## src/rtl/leading_one_scan.sv

```systemverilog
// leading_one_scan
// Multi-cycle bit-position finder. A captured word is scanned one CHUNK-bit slice per
// cycle, starting at the top slice (leading mode) or the bottom slice (trailing mode),
// and the scan stops at the first non-zero slice.
//
// Ports:
//   clk        rising-edge clock
//   rst        asynchronous active-high reset
//   in_valid   request valid
//   in_ready   block idle and able to accept a request
//   in_data    word to scan (sampled only on accept)
//   in_dir     0 = leading (highest set bit), 1 = trailing (lowest set bit)
//   out_valid  result valid, held until out_ready
//   out_ready  consumer accepts result
//   out_pos    bit index of the found one
//   out_zero   word was all zeros (out_pos is 0 in that case)
module leading_one_scan #(
   parameter int unsigned WIDTH      = 32,
   parameter int unsigned CHUNK      = 8,
   parameter int unsigned NCHUNK     = WIDTH / CHUNK,
   parameter int unsigned LOG2_WIDTH = $clog2(WIDTH)
) (
   input  logic                  clk,
   input  logic                  rst,
   input  logic                  in_valid,
   output logic                  in_ready,
   input  logic [WIDTH-1:0]      in_data,
   input  logic                  in_dir,
   output logic                  out_valid,
   input  logic                  out_ready,
   output logic [LOG2_WIDTH-1:0] out_pos,
   output logic                  out_zero
);

   // Slice index needs at least one bit even when there is a single slice.
   localparam int unsigned IDXW = (NCHUNK > 1) ? $clog2(NCHUNK) : 1;
   localparam logic [IDXW-1:0] LAST_IDX = IDXW'(NCHUNK - 1);

   typedef enum logic [1:0] {StIdle, StScan, StDone} state_t;

   state_t          state_q;
   logic [WIDTH-1:0] word_q;
   logic            dir_q;
   logic [IDXW-1:0] idx_q;

   logic [CHUNK-1:0]      slice;
   logic [LOG2_WIDTH-1:0] lead_local;
   logic [LOG2_WIDTH-1:0] trail_local;
   logic [LOG2_WIDTH-1:0] local_idx;
   logic [LOG2_WIDTH-1:0] slice_pos;
   logic                  slice_nz;
   logic                  last_slice;
   logic [IDXW-1:0]       next_idx;

   assign in_ready = (state_q == StIdle);

   // Current slice select, written as a mux over constant offsets.
   always_comb begin
      slice = '0;
      for (int unsigned c = 0; c < NCHUNK; c++) begin
         if (idx_q == IDXW'(c)) begin
            slice = word_q[c*CHUNK +: CHUNK];
         end
      end
   end

   // Highest set bit wins in the upward loop, lowest set bit wins in the downward loop.
   always_comb begin
      lead_local  = '0;
      trail_local = '0;
      for (int unsigned i = 0; i < CHUNK; i++) begin
         if (slice[i]) begin
            lead_local = LOG2_WIDTH'(i);
         end
      end
      for (int i = int'(CHUNK) - 1; i >= 0; i--) begin
         if (slice[i]) begin
            trail_local = LOG2_WIDTH'(i);
         end
      end
   end

   always_comb begin
      local_idx  = dir_q ? trail_local : lead_local;
      // idx*CHUNK never exceeds WIDTH-CHUNK, so the sum always fits in LOG2_WIDTH bits.
      slice_pos  = LOG2_WIDTH'(idx_q) * LOG2_WIDTH'(CHUNK) + local_idx;
      slice_nz   = |slice;
      last_slice = dir_q ? (idx_q == LAST_IDX) : (idx_q == '0);
      next_idx   = dir_q ? (idx_q + IDXW'(1)) : (idx_q - IDXW'(1));
   end

   always_ff @(posedge clk or posedge rst) begin
      if (rst) begin
         state_q   <= StIdle;
         word_q    <= '0;
         dir_q     <= 1'b0;
         idx_q     <= '0;
         out_valid <= 1'b0;
         out_pos   <= '0;
         out_zero  <= 1'b0;
      end else begin
         unique case (state_q)
            StIdle: begin
               if (in_valid) begin
                  word_q  <= in_data;
                  dir_q   <= in_dir;
                  idx_q   <= in_dir ? '0 : LAST_IDX;
                  state_q <= StScan;
               end
            end
            StScan: begin
               if (slice_nz) begin
                  out_pos   <= slice_pos;
                  out_zero  <= 1'b0;
                  out_valid <= 1'b1;
                  state_q   <= StDone;
               end else if (last_slice) begin
                  out_pos   <= '0;
                  out_zero  <= 1'b1;
                  out_valid <= 1'b1;
                  state_q   <= StDone;
               end else begin
                  idx_q <= next_idx;
               end
            end
            StDone: begin
               // out_pos/out_zero deliberately keep their value after the handshake.
               if (out_ready) begin
                  out_valid <= 1'b0;
                  state_q   <= StIdle;
               end
            end
            default: state_q <= StIdle;
         endcase
      end
   end

endmodule

```

## config.mk

```make
export PLATFORM = sky130hd
export DESIGN_NAME = leading_one_scan
export DESIGN_NICKNAME = d
export VERILOG_FILES = /design/src/rtl/leading_one_scan.sv
export SDC_FILE = /design/constraint.sdc
export NUM_CORES = 1
export LEC_CHECK = 0
export ABC_AREA = 1
export BUFFER_PORTS_ARGS = -buffer_cell sky130_fd_sc_hd__clkbuf_2
export CORE_ASPECT_RATIO = 1.25
export CORE_MARGIN = 5
export CORE_UTILIZATION = 61
export CTS_BUF_LIST = sky130_fd_sc_hd__clkbuf_8
export DETAILED_ROUTE_END_ITERATION = 8
export GPL_TIMING_DRIVEN = 0
export PLACE_DENSITY = 0.89
export SLEW_MARGIN = 5
export SYNTH_ARGS = -nofsm -noshare
export SYNTH_HDL_FRONTEND = slang
export SYNTH_SLANG_ARGS = --single-unit
```

## constraint.sdc

```tcl
create_clock -name clk -period 3.5 [get_ports clk]
set_input_delay 0.35 -clock clk [delete_from_list [all_inputs] [get_ports clk]]
set_output_delay 0.35 -clock clk [all_outputs]
set_load 0.01 [all_outputs]
```

# After elaboration in Yosys (flattened, before gate mapping)
# Index checks and enable logic that the tools add are counted.
[word_totals]
elab_cells = 70
regBits = 44
[classes]
muxes = 39
n_addsub = 3
n_eq_ne = 10
reduce_logical = 11
[ops]
columns = ["operator", "count"]
rows = [
  ["$mux W5", 16],
  ["$mux W8", 4],
  ["$mux W2", 9],
  ["$ne A2 B2 Y1 const B", 4],
  ["$reduce_or A8 Y1", 1],
  ["$eq A2 B2 Y1 const B", 3],
  ["$mux W1", 6],
  ["$pmux W2 S3", 1],
  ["$reduce_and A3 Y1", 2],
  ["$reduce_bool A2 Y1", 3],
  ["$add A5 B5 Y5", 1],
  ["$eq A2 B1 Y1 const B", 2],
  ["$logic_not A2 Y1", 2],
  ["$pmux W2 S2", 1],
  ["$reduce_and A2 Y1", 2],
  ["$reduce_and A4 Y1", 1],
  ["$mux W3", 1],
  ["$ne A3 B3 Y1 const B", 1],
  ["$add A2 B1 Y2 const B", 1],
  ["$pmux W1 S2", 1],
  ["$sub A2 B1 Y2 const B", 1],
]

# Longest topological paths before layout
[depth]
depth_word = 16
mapped_depth = 18
depth_no_buf = 17

# Worst setup path after synthesis
# Ideal clock, no wire load.
[synth_timing]
path_type = "reg2reg"
start = "register idx_q[0]"
end = "register out_zero"
setup_slack_ps = 1647
stages_incl_launch_ff = 14
t_arrival_ps = 1735
period_less_slack_ps = 1853
path_cell_list = "dfrtp_1 -> inv_1 -> ha_1 -> buf_2 -> inv_2 -> nand3_1 -> nand2_1 -> o21ai_1 -> nand2_2 -> nor2_2 -> nand2_2 -> nand2_2 -> nand2_1 -> o21a_1"
[synth_via]
elab_chain_len = 8
elab_cells_between_ends = 13
cone_classes = "eq/ne: 3; mux: 6; reduce/logical: 4"
[synth_lines]
columns = ["item", "line", "source"]
rows = [
  ["start: declaration", "44", "logic [IDXW-1:0] idx_q;"],
  ["start signal: assignment", "107", "idx_q <= in_dir ? '0 : LAST_IDX;"],
  ["start signal: assignment", "123", "idx_q <= next_idx;"],
  ["$logic_not A2 Y1", "61, 88", ""],
  ["$mux W8 (4 in series)", "61", "if (idx_q == IDXW'(c)) begin"],
  ["$reduce_or A8 Y1", "87", "slice_nz = |slice;"],
  ["$reduce_bool A2 Y1 (no source line)", "n/a", ""],
  ["$reduce_and A2 Y1 (no source line)", "n/a", ""],
  ["end signal: assignment", "100", "out_zero <= 1'b0;"],
  ["end signal: assignment", "114", "out_zero <= 1'b0;"],
  ["end signal: assignment", "119", "out_zero <= 1'b1;"],
  ["end: declaration", "32", "output logic out_zero"],
]
# Parallel ways exist; a longest one is shown, timed or not.
# A chain may end at the register's enable or synchronous reset.

# Worst setup path after layout
# Same ends and word-level chain as after synthesis.

==> results by group <==
Status
  – Outcome: finished, final reports clean

Logic synthesis
  – Synthesized Nets: 273
  – Share of the synthesized area in the top cell type: 0.4889
  – Yosys warns: 0
  – Netlist cell types: 31
  – Post-synthesis mux area share: 0.1350
  – Post-synthesis compound-gate area fraction: 0.1039
  – Synthesized flop and latch total: 44
  – Synth Instances: 232
  – Post-synth top area cell: dfrtp_1
  – Post-Synth Simple-Gate Area: 0.1933
  – Mapped Area: 0.002252 mm^2
  – Synth Area in Adders: 0.02222
  – Largest cells by area after synthesis: dfrtp_1 49%, mux2_2 14%, nand2_1 8.7%, a21oi_1 3.8%, nand3_1 3.1%
  – Register area share after synthesis: 0.4889
  – Avg Cell Area, Syn: 9.708 um^2
  – Main combinational cell family by area after synthesis: simple AND/OR/NAND/NOR gates
  – Xor and xnor area share after synthesis: 0.003889

STA
  – Max Fclk: 0.4506 GHz
  – Fin. Hold Viols: 0
  – RSZ-0062 raised after global routing: no
  – Layout Skew: 0.004640 ns
  – Slew margin rel.: 0.6979
  – Slew Viols, Final: 0
  – Worst-Margin Slew: 0.4516 ns
  – Setup_tns: 0 ns
  – Finish-stage setup viols: 0
  – Tcrit/Tclk final: 0.6341
  – Final min period: 2.220 ns
  – Hold WS: 0.01066 ns

Power
  – Cell internal pwr: 1.576 mW
  – Gate power share: 0.515
  – PD cells: 1027 mW/mm^2
  – Worst vdd ir: 530.3 uV
  – Sequential share of power: 0.333
  – Clock share of power: 0.152
  – Pleak: 1.344 nW
  – Sw frac: 0.4238
  – Net switching power: 1.159 mW

Floorplan
  – FP Rows: 24
  – Initial Utilization: 0.6356
  – Core ar.: 0.003543 mm^2
  – Die area: 0.005015 mm^2
  – Die X: 64.35 um
  – Die height: 77.94 um
  – IO Count: 45

Critical path
  – Crit. Startpoint: idx_q[0]$_DFFE_PP0P_
  – Critical R2R Capture: out_zero$_DFFE_PP0P_
  – R2r startpoint: idx_q[0]$_DFFE_PP0P_
  – R2R depth: 13
  – Critical Path Fanout Max: 10
  – R2r setup slk: 1.28 ns
  – CP endpoint kind: flip-flop
  – Critical path class: reg -> reg
  – Worst EP required: 3.70 ns
  – Startpoint Class: flip-flop
  – Worst Path Arrival: 2.42 ns

Drt
  – Initial DRC Count: 68
  – Antenna viol nets, final: 0
  – TritonRoute pass-1 iters: 4
  – Via count: 1,790
  – Via/cell ratio: 5.525
  – Final WL: 4803 um
  – Drc violations: 0
  – Avg WL per Cell: 14.82 um

Global routing
  – GRT Util Overall: 0.2066
  – Grt met1 use: 0.2427
  – GRT met2 Usage: 0.3729
  – Vias in the first global route: 1,863
  – GR Overflow Total: 0
  – First-pass GRT wire length: 8176 um
  – M3 GR Usage: 0.04191
  – Initial antenna violation count: 0
  – Pin count of the biggest net entering global routing: 28
  – Global routing's busiest layer: met2

Clock network
  – Hold buffer count at cts: 0
  – Root Buffer: clkbuf_8
  – H-Tree Depth: 2
  – Clock latency on the worst-skew pair: 0.30 ns
  – CTS tree: yes
  – CTS resizes: 0
  – TritonCTS Sinks: 44
  – Post-CTS Setup Bufs: 0
  – Num CTS Buffers: 5
  – CTS max path bufs: 2
  – Clock slew at reported path FFs: 0.09 ns

Finish
  – Commonest non-fill, non-tap cell in the layout: nand2_1
  – ANT cells: 0
  – Post-layout util: 0.7514
  – Most frequent cells in the layout: 52 x nand2_1, 44 x dfrtp_1, 44 x clkbuf_2
  – Final instance area: 0.002663 mm^2
  – Share of cells above drive strength 1: 0.4070
  – Layout area overhead: 18.22%
  – Final net count: 325
  – Filler cell count in the final layout: 268

Placed design
  – GPL Wtd Cong: 0.8528
  – Port Buf Inserts: 44
  – Post-Place Cell Area: 0.002541 mm^2
  – Detailed placer's ending HPWL: 3645 um

Job
  – Max-cap violations: 0

Hold path
  – Hold Crit Class: in -> async
registers in the layout, summed over array words and instances, names as in the netlist:
register,flops
idx_q,2
dir_q,1
word_q,32
out_valid,1
out_zero,1
out_pos,5
state_q,2
worst max-delay path by stage:
| stage | end | slack [ns] | depth (start not counted) |
|---|---|---|---|
| after floorplan | out_zero$_DFFE_PP0P_ | 1.65 | 13 |
| after CTS | out_zero$_DFFE_PP0P_ | 1.31 | 13 |
| after global routing | idx_q[0]$_DFFE_PP0P_ | 1.07 | 15 |
| after detailed placement | out_zero$_DFFE_PP0P_ | 1.32 | 13 |
| final | out_zero$_DFFE_PP0P_ | 1.28 | 13 |
| after global placement | out_zero$_DFFE_PP0P_ | 1.37 | 13 |
per-layer routing:
layer  vias up  wire, um
met5         -         0
met4         0       106
li1        864         -
met1       862      1945
met2        55      2530
met3         9       221
synth_stat cells (all sizes together):
cell and count:
nand3 16, xnor2 1, a22oi 1, o211ai 3, o21ai 12, ha 4
dfrtp 44, a21oi 19, or2 2, mux2 27, buf 7, inv 16
o21a 1, nor2 17, clkbuf 1, nand2 61
power groups by stage:
stage / Clock (mW) / Sequential, mW / Combinational (mW)
2_1_floorplan: 0 / 0.889 / 1.09
3_3_place_gp: 0 / 0.899 / 1.33
3_5_place_dp: 0 / 0.917 / 1.38
4_1_cts: 0.413 / 0.909 / 1.41
5_1_grt: 0.437 / 0.935 / 1.58
6_report: 0.415 / 0.912 / 1.41
cells by family after synthesis:
kind of cell | after synthesis
buffers and inverters | 24
and+or+nand+nor | 96
AOI/OAI and AO/OA | 36
adders and majority gates | 4
muxes | 27
DFF | 44
xor gates and xnor gates | 1
critical path, cell delays in order (launching register included):
cell and delay, ns:
dfrtp_1 0.42, inv_1 0.14, ha_1 0.17, buf_2 0.22, inv_2 0.12, nand3_1 0.14, nand2_1 0.08, o21ai_1 0.15
nand2_2 0.11, nor2_2 0.12, nand2_2 0.09, nand2_2 0.10, nand2_1 0.09, o21a_1 0.18
metrics by stage:
stage          std cells  power [mW]  setup WS, ns
2_1_floorplan        232       1.979         1.647
3_3_place_gp         315       2.226         1.365
3_5_place_dp         316       2.300         1.322
4_1_cts              324       2.732         1.305
5_1_grt              324       2.948         1.067
6_report             324       2.735         1.280
cell type report:
type | instances | area (um^2) | share of cell area
Buffer | 8 | 56.30 | 0.02115
Clock buffer | 6 | 82.58 | 0.03102
Clock inverter | 2 | 38.79 | 0.01457
Inverter | 16 | 62.56 | 0.02350
Multi-Input combinational cell | 164 | 1032 | 0.3877
Sequential cell | 44 | 1101 | 0.4135
Tap cell | 39 | 48.80 | 0.01833
Timing Repair Buffer | 45 | 240.2 | 0.09023
(Power assumes the default switching activity.)
